**src/rtl/cfu_bank_stream_reader.sv**
```systemverilog
// Multi-bank scratchpad read CFU: single-word reads plus a strided,
// optionally bank-interleaved stream pointer, with a registered valid/ready response.
module cfu_bank_stream_reader #(
  parameter int NUM_BANKS   = 4,
  parameter int ADDR_W      = 14,
  parameter int DATA_W      = 32,
  parameter int MEM_LATENCY = 1
) (
  input  logic                        clk,
  input  logic                        reset,
  input  logic                        cmd_valid,
  output logic                        cmd_ready,
  input  logic [9:0]                  cmd_payload_function_id,
  input  logic [31:0]                 cmd_payload_inputs_0,
  input  logic [31:0]                 cmd_payload_inputs_1,
  output logic                        rsp_valid,
  input  logic                        rsp_ready,
  output logic [31:0]                 rsp_payload_outputs_0,
  output logic [ADDR_W-1:0]           bank_addr,
  output logic [NUM_BANKS-1:0]        bank_ren,
  input  logic [NUM_BANKS*DATA_W-1:0] bank_din
);
  localparam int BANK_W = $clog2(NUM_BANKS);
  localparam int LAT_W  = 3;
  localparam logic [2:0] OP_READ      = 3'd0;
  localparam logic [2:0] OP_SETPTR    = 3'd1;
  localparam logic [2:0] OP_SETSTRIDE = 3'd2;
  localparam logic [2:0] OP_STREAM    = 3'd3;
  localparam logic [2:0] OP_STATUS    = 3'd4;

  typedef enum logic [1:0] {S_IDLE = 2'd0, S_ISSUE = 2'd1, S_WAIT = 2'd2, S_RESP = 2'd3} state_t;

  state_t               state_q, state_d;
  logic                 cmd_ready_q, cmd_ready_d;
  logic                 rsp_valid_q, rsp_valid_d;
  logic [31:0]          rsp_data_q, rsp_data_d;
  logic [ADDR_W-1:0]    bank_addr_q, bank_addr_d;
  logic [NUM_BANKS-1:0] bank_ren_q, bank_ren_d;
  logic [BANK_W-1:0]    rd_bank_q, rd_bank_d;
  logic [LAT_W-1:0]     lat_cnt_q, lat_cnt_d;
  logic [BANK_W-1:0]    ptr_bank_q, ptr_bank_d;
  logic [ADDR_W-1:0]    ptr_addr_q, ptr_addr_d;
  logic [ADDR_W-1:0]    stride_q, stride_d;
  logic                 err_q, err_d;

  logic              accept_s, in0_ok_s, ptr_ok_s, is_read_s, lat_last_s;
  logic [2:0]        op_s;
  logic [DATA_W-1:0] sel_din_s;
  logic              unused_ok;

  assign op_s       = cmd_payload_function_id[2:0];
  assign accept_s   = cmd_valid && cmd_ready_q;
  assign in0_ok_s   = cmd_payload_inputs_0 < 32'(NUM_BANKS);
  assign ptr_ok_s   = 32'(ptr_bank_q) < 32'(NUM_BANKS);
  assign is_read_s  = ((op_s == OP_READ) && in0_ok_s) || ((op_s == OP_STREAM) && ptr_ok_s);
  assign lat_last_s = (lat_cnt_q == LAT_W'(MEM_LATENCY - 1));
  assign unused_ok  = ^{cmd_payload_function_id[9:3], cmd_payload_inputs_1[31:ADDR_W]};

  // Select the data lane of the bank that was read.
  always_comb begin
    sel_din_s = '0;
    for (int b = 0; b < NUM_BANKS; b++) begin
      sel_din_s = sel_din_s | ({DATA_W{rd_bank_q == BANK_W'(b)}} & bank_din[b*DATA_W +: DATA_W]);
    end
  end

  // State register and all datapath flops.
  always_ff @(posedge clk or negedge reset) begin
    if (!reset) begin
      state_q     <= S_IDLE;
      cmd_ready_q <= 1'b0;
      rsp_valid_q <= 1'b0;
      rsp_data_q  <= 32'd0;
      bank_addr_q <= '0;
      bank_ren_q  <= '0;
      rd_bank_q   <= '0;
      lat_cnt_q   <= '0;
      ptr_bank_q  <= '0;
      ptr_addr_q  <= '0;
      stride_q    <= ADDR_W'(1);
      err_q       <= 1'b0;
    end else begin
      state_q     <= state_d;
      cmd_ready_q <= cmd_ready_d;
      rsp_valid_q <= rsp_valid_d;
      rsp_data_q  <= rsp_data_d;
      bank_addr_q <= bank_addr_d;
      bank_ren_q  <= bank_ren_d;
      rd_bank_q   <= rd_bank_d;
      lat_cnt_q   <= lat_cnt_d;
      ptr_bank_q  <= ptr_bank_d;
      ptr_addr_q  <= ptr_addr_d;
      stride_q    <= stride_d;
      err_q       <= err_d;
    end
  end

  // Next-state logic.
  always_comb begin
    state_d = state_q;
    case (state_q)
      S_IDLE: begin
        if (accept_s) state_d = is_read_s ? S_ISSUE : S_RESP;
        else          state_d = S_IDLE;
      end
      S_ISSUE: state_d = S_WAIT;
      S_WAIT: begin
        if (lat_last_s) state_d = S_RESP;
        else            state_d = S_WAIT;
      end
      S_RESP: begin
        if (rsp_ready) state_d = S_IDLE;
        else           state_d = S_RESP;
      end
      default: state_d = S_IDLE;
    endcase
  end

  // Output-register and pointer updates; the read strobe is loaded at accept so it is high during ISSUE.
  always_comb begin
    cmd_ready_d = (state_d == S_IDLE);
    rsp_valid_d = (state_d == S_RESP);
    rsp_data_d  = rsp_data_q;
    bank_addr_d = bank_addr_q;
    bank_ren_d  = '0;
    rd_bank_d   = rd_bank_q;
    lat_cnt_d   = lat_cnt_q;
    ptr_bank_d  = ptr_bank_q;
    ptr_addr_d  = ptr_addr_q;
    stride_d    = stride_q;
    err_d       = err_q;
    case (state_q)
      S_IDLE: begin
        if (accept_s) begin
          lat_cnt_d = '0;
          case (op_s)
            OP_READ: begin
              if (in0_ok_s) begin
                rd_bank_d   = BANK_W'(cmd_payload_inputs_0);
                bank_addr_d = cmd_payload_inputs_1[ADDR_W-1:0];
                bank_ren_d  = {{(NUM_BANKS-1){1'b0}}, 1'b1} << BANK_W'(cmd_payload_inputs_0);
              end else begin
                rsp_data_d = 32'd0;
                err_d      = 1'b1;
              end
            end
            OP_SETPTR: begin
              rsp_data_d = 32'd0;
              if (in0_ok_s) begin
                ptr_bank_d = BANK_W'(cmd_payload_inputs_0);
                ptr_addr_d = cmd_payload_inputs_1[ADDR_W-1:0];
              end else begin
                err_d = 1'b1;
              end
            end
            OP_SETSTRIDE: begin
              rsp_data_d = 32'd0;
              stride_d   = cmd_payload_inputs_0[ADDR_W-1:0];
            end
            OP_STREAM: begin
              if (ptr_ok_s) begin
                rd_bank_d   = ptr_bank_q;
                bank_addr_d = ptr_addr_q;
                bank_ren_d  = {{(NUM_BANKS-1){1'b0}}, 1'b1} << ptr_bank_q;
                // Interleave walks the banks first and only steps the address on bank wrap.
                if (!cmd_payload_inputs_0[0]) begin
                  ptr_addr_d = ptr_addr_q + stride_q;
                end else if (ptr_bank_q == BANK_W'(NUM_BANKS - 1)) begin
                  ptr_bank_d = '0;
                  ptr_addr_d = ptr_addr_q + stride_q;
                end else begin
                  ptr_bank_d = ptr_bank_q + BANK_W'(1);
                end
              end else begin
                rsp_data_d = 32'd0;
                err_d      = 1'b1;
              end
            end
            OP_STATUS: rsp_data_d = {err_q, 7'd0, 8'(ptr_bank_q), 16'(ptr_addr_q)};
            default:   rsp_data_d = 32'd0;
          endcase
        end else begin
          lat_cnt_d = lat_cnt_q;
        end
      end
      S_ISSUE: lat_cnt_d = '0;
      S_WAIT: begin
        if (lat_last_s) rsp_data_d = sel_din_s;
        else            lat_cnt_d  = lat_cnt_q + LAT_W'(1);
      end
      S_RESP:  rsp_data_d = rsp_data_q;
      default: rsp_data_d = rsp_data_q;
    endcase
  end

  assign cmd_ready             = cmd_ready_q;
  assign rsp_valid             = rsp_valid_q;
  assign rsp_payload_outputs_0 = rsp_data_q;
  assign bank_addr             = bank_addr_q;
  assign bank_ren              = bank_ren_q;

endmodule

```
**config.mk**
```make
export PLATFORM = sky130hd
export DESIGN_NAME = cfu_bank_stream_reader
export DESIGN_NICKNAME = d
export VERILOG_FILES = /design/src/rtl/cfu_bank_stream_reader.sv
export SDC_FILE = /design/constraint.sdc
export NUM_CORES = 1
export LEC_CHECK = 0
export ABC_AREA = 1
export BUFFER_PORTS_ARGS = -buffer_cell sky130_fd_sc_hd__buf_2
export CORE_MARGIN = 5
export CORE_UTILIZATION = 39
export CTS_BUF_LIST = sky130_fd_sc_hd__clkbuf_16
export DETAILED_ROUTE_END_ITERATION = 8
export MAX_ROUTING_LAYER = met4
export PLACE_DENSITY = 0.77
export SYNTH_ARGS = -nofsm -noshare
export SYNTH_HDL_FRONTEND = slang
export SYNTH_SLANG_ARGS = --single-unit
```
**constraint.sdc**
```tcl
create_clock -name clk -period 2 [get_ports clk]
set_clock_uncertainty 0.2 [all_clocks]
set_input_delay 0.1 -clock clk [delete_from_list [all_inputs] [get_ports clk]]
set_output_delay 0.1 -clock clk [all_outputs]
set_load 0.02 [all_outputs]
```
==> load_flow_metrics.sql <==
INSERT INTO impl_metrics (metric_group, metric, value, unit) VALUES
('status', 'outcome', 'finished, violations left', ''),
('status', 'failing_checks', 'setup timing', ''),
('sta', 'timing.final.ws_setup', '-0.0668', 'ns'),
('sta', 'timing.hold.ws', '0.00197', 'ns'),
('cts', 'clock-sinks', '90', ''),
('cts', 'ctsLongestPathBuffers', '2', ''),
('place', 'dp_wirelength', '15100', 'microns'),
('sta', 'report.final.setup_viol', '3', ''),
('grt', 'antenna_found_initial', '0', ''),
('floorplan', 'start_util', '0.400', ''),
('drt', 'avgViaCountPerCell', '5.13', ''),
('power', 'post-layout-total-power', '10500', 'uW'),
('floorplan', 'floorplan.rows', '44', ''),
('synth', 'yosysSeqAreaShare', '0.385', ''),
('sta', 'timing_max_transition_violations_final', '0', ''),
('sta', 'max-slew-margin-rel', '0.739', ''),
('finish', 'utilization', '0.616', ''),
('cts', 'worst_skew_late_latency', '0.34', 'ns'),
('drt', 'totalWireLength', '22200', 'microns'),
('synth', 'synth_seq_cells', '90', ''),
('floorplan', 'pin_count', '258', ''),
('drt', 'detail_route.drc_violations', '0', ''),
('sta', 'final-hold-violation-count', '0', ''),
('grt', 'grt_pass1_wl', '33600', 'microns'),
('floorplan', 'core_area', '0.0146', 'sq mm'),
('cts', 'numCtsBuffers', '9', ''),
('grt', 'global_route.usage.total', '0.241', ''),
('cts', 'cts-htree-levels', '3', ''),
('sta', 'pin_slew_with_the_least_headroom_to_its_limit', '0.391', 'ns'),
('finish', 'layout-area-overhead-vs-synth', '54.0', '%'),
('sta', 'setup_repair_after_global_routing_missed_its_margin', 'yes', ''),
('finish', 'nets', '1401', ''),
('drt', 'drt-pass1-iter-count', '5', ''),
('power', 'power_leakage', '0.00470', 'uW'),
('place', 'place.port_buffers', '232', ''),
('setup_path', 'start_kind', 'register', ''),
('cts', 'ctsRootBufferMaster', 'clkbuf_16', ''),
('synth', 'synthesis.nets', '1058', ''),
('grt', 'grt_max_degree', '53', ''),
('finish', 'antenna_fix_cells', '0', ''),
('grt', 'number_of_global_route_vias_before_repair', '6712', ''),
('floorplan', 'die_width', '133', 'microns'),
('cts', 'cts_tree', 'done', ''),
('sta', 'final.min_clock_period', '2.07', 'ns'),
('finish', 'layout-drive-gt1-share', '0.301', ''),
('drt', 'initialDrtViolationCount', '616', ''),
('setup_path', 'worst-setup-path-type', 'reg2reg', ''),
('floorplan', 'die_area', '0.0176', 'sq mm'),
('floorplan', 'die_outline_height', '133', 'microns'),
('drt', 'detail-route-antenna-nets', '0', ''),
('place', 'gp_congestion', '0.903', ''),
('run', 'maxCapViolations', '0', ''),
('synth', 'ys.warnings.count', '0', ''),
('power', 'worst_ir_drop_vdd', '0.000606', 'V'),
('setup_path', 'cp.required', '2.03', 'ns'),
('finish', 'most-common-layout-cells', '260 x nand2_1, 227 x buf_2, 112 x inv_1, 88 x dfrtp_1, 87 x dlygate4sd3_1', ''),
('sta', 'final.period_utilization', '1.03', ''),
('setup_path', 'critical_path_peak_fanout', '4', ''),
('synth', 'synthesis.instances', '832', ''),
('finish', 'fillCellCount', '1265', ''),
('synth', 'avgSynthCellArea', '7.04', 'sq um'),
('sta', 'max_freq', '0.484', 'GHz'),
('finish', 'area_of_combinational_cells_with_multiple_inputs', '0.00325', 'sq mm'),
('hold_path', 'timing.hold.worst.class', 'in2reg', ''),
('setup_path', 'critical_path_capture_point_type', 'register', ''),
('power', 'pwr_density_cell', '1170', 'mW/mm^2'),
('finish', 'ff_latch_area', '0.00225', 'sq mm'),
('synth', 'mappedNetlistArea', '0.00586', 'sq mm'),
('drt', 'detail_route.wl_per_cell', '16.2', 'microns'),
('finish', 'final_std_cells_w_o_fill', '1364', ''),
('synth', 'yosys_cell_types', '35', ''),
('finish', 'commonest_non_fill_non_tap_cell_in_the_layout', 'nand2_1', ''),
('place', 'place_inst', '1250', ''),
('drt', 'via_count', '6991', ''),
('cts', 'clkSlewWorstSetupHoldPaths', '0.06', 'ns'),
('grt', 'grt_remaining_overflow', '0', ''),
('setup_path', 'timing.critical_path.arrival', '2.09', 'ns');
==> Yosys cell counts, drive strengths merged <==
cell	instances	area share
a21oi	35	0.032
a22o	32	0.048
a31oi	1	0.0011
and2	1	0.0011
buf	14	0.012
clkbuf	20	0.013
clkinv	1	0.00064
dfrtp	89	0.38
dfstp	1	0.0045
fa	1	0.0034
ha	19	0.041
inv	118	0.076
mux2	10	0.019
nand2	270	0.17
nand3	23	0.020
nand4	23	0.028
nor2	48	0.034
nor3	16	0.014
o211ai	1	0.0013
o21ai	102	0.087
o31ai	2	0.0026
xnor2	3	0.0045
xor2	2	0.0030
==> state kept, by name, summed over array words and instances (netlist names) <==
signal,flops
bank_addr,14
rsp_valid,1
stride_q,14
state_q,2
lat_cnt_q,3
err_q,1
ptr_bank_q,2
rd_bank_q,2
ptr_addr_q,14
bank_ren,4
cmd_ready,1
rsp_payload_outputs_0,32
==> layer usage <==
metal  global-route usage  wire length [microns]
met5                    -                      0
met4                0.103                    945
met3               0.0532                   1570
met2                0.387                  10500
met1                0.294                   9180
==> per-stage QoR <==
| step | instance area [sq um] | worst slack, ns | TNS (ns) |
|---|---|---|---|
| after CTS | 8670 | -0.0553 | -0.113 |
| after floorplan | 5860 | 0.0278 | 0 |
| after detailed placement | 7460 | -0.111 | -0.345 |
| after global routing | 9020 | -0.189 | -0.747 |
| after global placement | 7460 | -0.0525 | -0.163 |
| final | 9020 | -0.0668 | -0.186 |
==> path summary, 6_finish.rpt <==
kind / start / endpoint / slack (ns) / cells past startpoint
min reg2reg: rsp_payload_outputs_0[31] / rsp_payload_outputs_0[31] / 0.29 / 2
max: stride_q[0] / ptr_addr_q[8] / -0.07 / 13
max in group asynchronous: reset / rsp_payload_outputs_0[20] / 0.85 / 3
min: bank_din[90] / rsp_payload_outputs_0[26] / 0.002 / 4
max reg2reg: stride_q[0] / ptr_addr_q[8] / -0.07 / 13
min in group asynchronous: reset / stride_q[10] / 0.02 / 2
==> worst max-delay path, cell delays in order, from the launching register on <==
cell,delay [ns]
dfstp_2,0.55
ha_4,0.13
inv_2,0.04
fa_2,0.34
inv_2,0.07
nand3_2,0.08
nand2_4,0.11
nand2_2,0.06
nand3_2,0.08
nand2_1,0.08
nand2_1,0.07
o21ai_1,0.06
nand2_1,0.06
nand2_1,0.04
==> what timing repair did <==
item	CTS	global route
pin swaps	5	15
buffers inserted	2	9
cloned	0	4
hold endpoints to repair	161	0
gates resized for setup	14	40
endpoints found under the setup margin	5	50
hold buffers	87	0
==> final cells by class <==
cell class | count | area share
Sequential cell | 90 | 0.250
Tap cell | 184 | 0.0255
Inverter | 119 | 0.0499
Timing Repair Buffer | 366 | 0.284
Multi-Input combinational cell | 589 | 0.360
Clock inverter | 7 | 0.00596
Clock buffer | 9 | 0.0250
==> where the power goes <==
part           internal (uW)  switching [uW]  total [uW]
combinational           2560            3440        5990
clock                    945             689        1630
sequential              2440             479        2920
==> logic make-up (layout without fill, tap and decap cells) <==
group           count (synthesis)  in the layout  synth area share
simple gates                  381            381             0.271
compound gates                173            173             0.172
fa+ha+maj                      20             20            0.0440
xor+xnor                        5              5           0.00748
mux                            10             10            0.0192
buf+inv                       153            501             0.101
flops                          90             90             0.385
Power figures use the tool's default switching activity.
